===== config.mk =====
export PLATFORM = sky130hd
export DESIGN_NAME = tx_arbitro
export DESIGN_NICKNAME = d
export VERILOG_FILES = /design/src/rtl/tx_arbitro.sv
export SDC_FILE = /design/constraint.sdc
export NUM_CORES = 1
export LEC_CHECK = 0
export BUFFER_PORTS_ARGS = -buffer_cell sky130_fd_sc_hd__buf_2
export CAP_MARGIN = 20
export CORE_MARGIN = 8
export CORE_UTILIZATION = 45
export CTS_BUF_LIST = sky130_fd_sc_hd__clkbuf_4 sky130_fd_sc_hd__clkbuf_8
export CTS_CLUSTER_DIAMETER = 150
export CTS_CLUSTER_SIZE = 14
export DETAILED_ROUTE_END_ITERATION = 10
export PLACE_DENSITY = 0.76
export SLEW_MARGIN = 20
export SYNTH_ARGS = -nofsm -noshare
export SYNTH_HDL_FRONTEND = slang
export SYNTH_SLANG_ARGS = --single-unit

===== constraint.sdc =====
create_clock -name clock -period 1.6 [get_ports clock]
set_input_delay 0.32 -clock clock [delete_from_list [all_inputs] [get_ports clock]]
set_output_delay 0.32 -clock clock [all_outputs]
set_load 0.005 [all_outputs]

===== src/rtl/tx_arbitro.sv =====
// tx_arbitro: round-robin scheduler sharing one serial transmitter among
// N_REQ requesters; owns all frame timing (frame hold + inter-frame gap).
// Ports: clock, reset_n (async, active low); req/dado_in/instrucao_in from
// the sources; ack pulse back; botao/dado/instrucao to the transmitter;
// grant_id, ocupado, frames for status.
// Option: define TX_ARBITRO_PRIO0_EN to make requester 0 always win in IDLE.
module tx_arbitro #(
    parameter int N_REQ        = 4,
    parameter int FRAME_CYCLES = 16,
    parameter int GAP_CYCLES   = 2,
    parameter int IDW          = $clog2(N_REQ)
) (
    input  logic               clock,
    input  logic               reset_n,
    input  logic [N_REQ-1:0]   req,
    input  logic [4*N_REQ-1:0] dado_in,
    input  logic [4*N_REQ-1:0] instrucao_in,
    output logic [N_REQ-1:0]   ack,
    output logic               botao,
    output logic [3:0]         dado,
    output logic [3:0]         instrucao,
    output logic [IDW-1:0]     grant_id,
    output logic               ocupado,
    output logic [7:0]         frames
);

    // One timer serves both the frame hold and the gap.
    localparam int TMAX = (FRAME_CYCLES > GAP_CYCLES) ?
                          FRAME_CYCLES : GAP_CYCLES;
    localparam int TW = $clog2(TMAX + 1);
    localparam logic [TW-1:0] F_END = TW'(FRAME_CYCLES - 1);
    localparam logic [TW-1:0] G_END =
        TW'((GAP_CYCLES > 0) ? GAP_CYCLES - 1 : 0);

    typedef enum logic [1:0] {IDLE, START, WAIT, GAP} state_t;

    state_t           state;
    logic [TW-1:0]    timer;
    logic [IDW-1:0]   ptr;
    logic [IDW-1:0]   win;
    logic [IDW-1:0]   cand;
    logic [IDW-1:0]   nxt;
    logic [IDW+1:0]   base;
    logic             hit;

    // First pending source at or after ptr, wrapping.
    always_comb begin
        win  = '0;
        hit  = 1'b0;
        cand = '0;
        for (int k = 0; k < N_REQ; k++) begin
            cand = IDW'((int'(ptr) + k) % N_REQ);
            if (!hit && req[cand]) begin
                hit = 1'b1;
                win = cand;
            end
        end
`ifdef TX_ARBITRO_PRIO0_EN
        if (req[0]) win = '0;
`endif
    end

    assign nxt  = IDW'((int'(win) + 1) % N_REQ);
    assign base = {win, 2'b00};

    always_ff @(posedge clock or negedge reset_n) begin
        if (!reset_n) begin
            state     <= IDLE;
            timer     <= '0;
            ptr       <= '0;
            ack       <= '0;
            botao     <= 1'b0;
            dado      <= '0;
            instrucao <= '0;
            grant_id  <= '0;
            ocupado   <= 1'b0;
            frames    <= '0;
        end else begin
            ack   <= '0;
            botao <= 1'b0;
            unique case (state)
                IDLE: begin
                    if (hit) begin
                        state     <= START;
                        botao     <= 1'b1;
                        ack       <= N_REQ'(1) << win;
                        dado      <= dado_in[base +: 4];
                        instrucao <= instrucao_in[base +: 4];
                        grant_id  <= win;
                        ocupado   <= 1'b1;
                        frames    <= frames + 8'd1;
                        ptr       <= nxt;
                    end
                end
                START: begin
                    state <= WAIT;
                    timer <= '0;
                end
                WAIT: begin
                    if (timer == F_END) begin
                        timer <= '0;
                        if (GAP_CYCLES == 0) begin
                            state   <= IDLE;
                            ocupado <= 1'b0;
                        end else begin
                            state <= GAP;
                        end
                    end else begin
                        timer <= timer + TW'(1);
                    end
                end
                GAP: begin
                    if (timer == G_END) begin
                        timer   <= '0;
                        state   <= IDLE;
                        ocupado <= 1'b0;
                    end else begin
                        timer <= timer + TW'(1);
                    end
                end
                default: state <= IDLE;
            endcase
        end
    end

endmodule


## Word-level counts from Yosys, hierarchy flattened

Cells that the tools add are included.

- Bits in registers: 33
- Latch bits: 0
- Memory bits (writable): 0
- Memory bits (read-only): 0
- Input bits: 38
- Output and inout bits: 24
- Logic and storage cells: 73
- Memories: 0

- Add/subtract/negate cells: 6
- Multiply operators: 0
- Div/mod/pow operators: 0
- $lt $le $gt $ge: 4
- Equal/unequal tests: 8
- Shift operators: 3
- Mux-type cells: 30
- Bitwise operators: 0
- Reductions and logical operators: 12

Operators with widths:

| operator | number |
|---|---|
| $shiftx 16x5->4 | 2 |
| $pmux 5 s3 | 1 |
| $mux 2 | 7 |
| $lt 2x3->1 const B | 4 |
| $mux 1 | 12 |
| $mux 5 | 2 |
| $add 8x1->8 const B | 1 |
| $bmux 1 s2 | 4 |
| $mux 4 | 2 |
| $pmux 2 s4 | 1 |
| $ne 2x2->1 const B | 3 |
| $reduce_and 3->1 | 2 |
| $add 5x1->5 const B | 1 |
| $eq 5x1->1 const B | 1 |
| $eq 5x4->1 const B | 1 |
| $add 2x1->2 const B | 2 |
| $add 2x2->2 const B | 2 |
| $eq 2x2->1 const B | 2 |
| $shl 1x2->4 const A | 1 |
| $logic_and 1x1->1 | 3 |
| $logic_not 1->1 | 3 |
| $reduce_bool 3->1 | 1 |
| $eq 2x1->1 const B | 1 |
| $logic_not 2->1 | 1 |
| other kinds (3) | 3 |

## Depth between registers and ports, before layout

- Word-level depth: 15
- Depth in mapped cells: 9
- Gate-level depth less buffers: 9

## Least setup slack after synthesis

Ideal clock, no wire load.

- Kind: reg2reg
- From: register timer[1]
- To: register state[0]
- Setup time: 0.077 ns
- Data arrival time: 1.635 ns
- Slack: -0.113 ns
- Stages on the path, launching flop included: 8
- Path buffers: 0
- Period minus slack after synthesis: 1.713 ns
- Path through: dfrtp_1 -> inv_1 -> ha_1 -> or4b_1 -> a21oi_2 -> a21boi_0 -> nor2_1 -> a21oi_1

- Cells in the longest elaborated chain, start to end: 3

RTL lines:

| what | RTL line | text |
|---|---|---|
| start: declaration | 38 | `logic [TW-1:0] timer;` |
| start signal: assignment | 109 | `timer <= timer + TW'(1);` |
| start signal: assignment | 118 | `timer <= timer + TW'(1);` |
| $eq 5x4->1 or $eq 5x1->1 (tied branches) | 100, 113 |  |
| $ne 2x2->1 (no source line) | -- |  |
| $reduce_and 3->1 (no source line) * | -- |  |
| end signal: assignment | 96 | `state <= WAIT;` |
| end signal: assignment | 103 | `state <= IDLE;` |
| end signal: assignment | 106 | `state <= GAP;` |
| end: declaration | 37 | `state_t state;` |

Mark *: on every way between the ends. The rest lies on a longest branch, timed or not.
A chain may end at the register's enable or synchronous reset.

## Worst setup path in the final report

Ends and elaborated chain as after synthesis.

==> flow_results.org <==
** Clocking
- TritonCTS built the clock tree.
- The cell sitting at the root of the clock tree is a sky130_fd_sc_hd__clkbuf_8.
- H-tree depth :: 2
- After clock tree synthesis, the clock-pin slew on the worst setup and hold paths is 0.07 ns.
- Maximum root-to-sink buffer count :: 2
- Inserted Clock Buffers :: 5
- TritonCTS sink count :: 33
- Number of buffers added to fix hold violations after cts :: 0
- The clock reaches the later pin of the worst-skew pair after 0.28 ns.

** GRT
- Grt ovf :: 0
- The number of global-route vias before repair was 1,787.
- Pin count of the biggest net entering global routing :: 34
- The number of antenna violations at the first check in global routing was 0.
- For this run, the total global-route usage over all layers was measured as 15.9%.
- The first global-routing pass estimated 8100 um of wire.

** Status
- The checks that failed: negative setup slack.
- Outcome :: finished, violations left

** Critical path
- In this run the critical register-to-register path is captured at state[0].
- Endpoint class of the critical path :: register
- Crit start category :: register
- The critical path is of the register to register type.
- STA puts the critical path data arrival time at 1.97 ns.
- The worst register-to-register path has a setup slack of -0.16 ns.
- Biggest fanout along the worst timing path :: 4
- In this run the critical register-to-register path is launched from timer[1].
- The number of cells on the worst reg-to-reg path is 7.
- Required time of the critical path :: 1.81 ns

** Die
- The floorplan has 23 rows.
- Initial core utilization :: 46.3%
- The floorplan step set the die width to 79.9 um.
- In this run the count of I/O pins placed on the die edge is 62.
- Die Y-Extent :: 79.9 um
- Core area :: 3970 um2
- The floorplan step defined a die boundary enclosing 6380 um2.

** Synthesis
- Seq/Total Area, Yosys :: 45.0%
- The synthesized netlist devotes 17.2% of its cell area to compound gates.
- Summing the areas of all and, or, nand and nor instances in the mapped netlist gives 20.4% of the synthesized area.
- Summing the areas of all fa, ha and maj instances in the mapped netlist gives 5.45% of the synthesized area.
- The most used flip-flop cell after synthesis is sky130_fd_sc_hd__dfrtp_1.
- Flops & latches, synth :: 33
- Nets in the synthesized netlist :: 228
- Async S/R FF share, synth :: 100%
- Of the post-synthesis cell area, the part taken by muxes is 4.36%.
- Yosys cell types :: 38
- Yosys mapped a number of flops with a built-in enable equal to 0.
- For this run, the number of Yosys warnings is 0.
- Share of the synthesized netlist area taken by xor and xnor gates :: 3.81%
- Largest family of logic cells by synthesized area :: simple AND/OR/NAND/NOR gates
- In this run the cell area of the synthesized design comes to 1840 um2.
- A synthesized cell averages 10.1 um2.
- Synthesis produced a netlist whose cell count is 182.

** Drt
- Number of antenna-violating nets in the routed design :: 0
- Dividing the detail-routed wire length by the instance count gives 14.9 um.
- For this run, design rule violations remaining after detail routing come to 0.
- Summed over all layers, the routed wires come to 4980 um.
- The final route contains 1,720 vias.
- Number of vias per cell :: 5.15
- The first detailed-routing pass ran for 4 iterations.
- First DRT Iteration DRCs :: 60

** Place
- After detailed placement, the design holds a cell count of 313.
- Placed Area :: 2390 um2
- Port Buf Inserts :: 61
- After legalization and detailed placement, the total HPWL measured 3450 um.
- Routability-driven placement finished with a final weighted congestion of 0.789.

** Cells and area
- With fillers left out, the area of the finished cells amounts to 2760 um2.
- In the final layout, flip-flops and latches occupy 826 um2.
- For this run, the post-layout net count is 329.
- Multi-input logic area :: 1110 um2
- Share of post-route cells with drive strength above 1 :: 50.4%
- The number of antenna diodes in the final layout is 0.
- P&R area growth vs syn :: 50.1%
- Filler Cell Count :: 303
- The finished layout holds 334 standard cells, fillers aside.

** Timing
- Final worst-path cycle share :: 110%
- The number of slew-limit violations in the final report is 0.
- Maximum clock frequency :: 569 MHz
- Final Hold Vio Count :: 0
- Worst-margin pin slew :: 0.403 ns
- Setup repair after global routing could not meet its margin everywhere.
- In the post-route analysis, the smallest setup slack over all paths is -0.157 ns.
- In this run the tightest slew margin relative to its limit is 73.1%.
- Hold timing on the final database bottoms out at a slack of 0.0419 ns.
- The routed design could run at a clock period as short as 1.76 ns.
- Between clock sinks in the finished design, the worst skew comes to 0.00657 ns.
- Final count of negative-setup-slack endpoints :: 15

** Power and ir drop
- Maximum vdd drop :: 0.901 mV
- Summed over all cells, the static leakage comes to 1.39 nW.
- Power Dens Cells :: 1700 nW/um2

** Run
- Max-cap violations in this run came to 0.

** Hold path
- The path class of the tightest hold or removal check is input port to asynchronous set/reset pin.
power by group:
part / total [mW] / internal (mW) / switching [mW]
clock: 0.619 / 0.318 / 0.301
sequential: 1.40 / 1.16 / 0.232
combinational: 2.67 / 1.40 / 1.27
worst max-delay path by stage:
| stage | start | endpoint | slack, ns | cells past startpoint |
|---|---|---|---|---|
| 5_1_grt | timer[1] | state[0] | -0.26 | 7 |
| 3_5_place_dp | req[1] | dado[3] | -0.46 | 6 |
| 4_1_cts | timer[1] | state[0] | -0.17 | 7 |
| 6_report | timer[1] | state[0] | -0.16 | 7 |
| 3_3_place_gp | req[1] | dado[1] | -0.26 | 6 |
| 2_1_floorplan | timer[0] | timer[3] | -0.01 | 8 |
flip-flops by register name (all words and copies together) (netlist names):
signal,flops
ack,4
botao,1
dado,4
frames,8
grant_id,2
instrucao,4
ocupado,1
ptr,2
state,2
timer,5
layout make-up:
cell class,count,share of cell area [%]
inverter,6,0.907
clock inverter,2,0.363
timing repair buffer,100,23.6
multi-input combinational,137,40.2
tap,50,2.27
sequential,33,29.9
clock buffer,6,2.77
metrics by stage:
step	TNS, ns	total power, mW	util [%]	worst slack, ns
after floorplan	-0.0268	2.59	-	-0.0149
after global placement	-3.40	3.39	60.2	-0.261
after detailed placement	-4.89	3.43	60.2	-0.459
after CTS	-1.08	4.45	67.1	-0.173
after global routing	-2.42	5.06	69.4	-0.258
final	-1.14	4.68	69.4	-0.157
kinds of logic after synthesis:
group,after synthesis
fa+ha+maj,8
compound gates,47
flops,33
simple gates,66
xor+xnor,8
buf+inv,12
mux,8
synth_stat cells (4+ instances only):
master | number | area (um2)
sky130_fd_sc_hd__nor2_1 | 12 | 45.0
sky130_fd_sc_hd__o31a_1 | 8 | 70.1
sky130_fd_sc_hd__mux2i_1 | 8 | 80.1
sky130_fd_sc_hd__o21ai_0 | 16 | 80.1
sky130_fd_sc_hd__dfrtp_1 | 33 | 826
sky130_fd_sc_hd__o211ai_1 | 8 | 60.1
sky130_fd_sc_hd__xnor2_1 | 4 | 35.0
sky130_fd_sc_hd__and4_1 | 8 | 70.1
sky130_fd_sc_hd__nand2b_1 | 4 | 25.0
sky130_fd_sc_hd__nand2_1 | 24 | 90.1
sky130_fd_sc_hd__xor2_1 | 4 | 35.0
sky130_fd_sc_hd__inv_1 | 5 | 18.8
sky130_fd_sc_hd__ha_1 | 8 | 100
worst max-delay path: stages, from the launching register on:
cell and delay, ns:
sky130_fd_sc_hd__dfrtp_1 0.40, sky130_fd_sc_hd__inv_1 0.07, sky130_fd_sc_hd__ha_2 0.16, sky130_fd_sc_hd__or4b_4 0.48
sky130_fd_sc_hd__a21oi_4 0.18, sky130_fd_sc_hd__a21boi_4 0.23, sky130_fd_sc_hd__nor2_2 0.05, sky130_fd_sc_hd__a21oi_2 0.11
metal layers:
| layer | global-route usage, % | part of all wire [%] | vias to the layer above |
|---|---|---|---|
| li1 | - | - | 856 |
| met1 | 18.3 | 41 | 792 |
| met3 | 5.74 | 7.4 | 12 |
| met5 | 0 | 0 | - |
| met4 | 8.18 | 2.5 | 0 |
| met2 | 25.5 | 49 | 60 |
what timing repair did:
action | 4_1_cts | 5_1_grt
resized for setup | 27 | 16
setup endpoints to repair | 23 | 24
pin swaps | 7 | 7
gates cloned | 1 | 0
buffers inserted | 9 | 4
placed cells by master, fill, tap and decap left out, types with 3 or more instances in the layout:
cell type,count
sky130_fd_sc_hd__buf_4,34
sky130_fd_sc_hd__nor2_1,10
sky130_fd_sc_hd__dfrtp_1,33
sky130_fd_sc_hd__nand2_1,21
sky130_fd_sc_hd__ha_1,5
sky130_fd_sc_hd__o211ai_1,8
sky130_fd_sc_hd__buf_2,61
sky130_fd_sc_hd__o31a_1,8
sky130_fd_sc_hd__inv_1,3
sky130_fd_sc_hd__o21ai_0,7
sky130_fd_sc_hd__xor2_1,4
sky130_fd_sc_hd__clkbuf_8,5
sky130_fd_sc_hd__and4_1,8
sky130_fd_sc_hd__o21ai_1,11
sky130_fd_sc_hd__xnor2_1,3
sky130_fd_sc_hd__mux2i_1,8
Power figures use the tool's default switching activity.
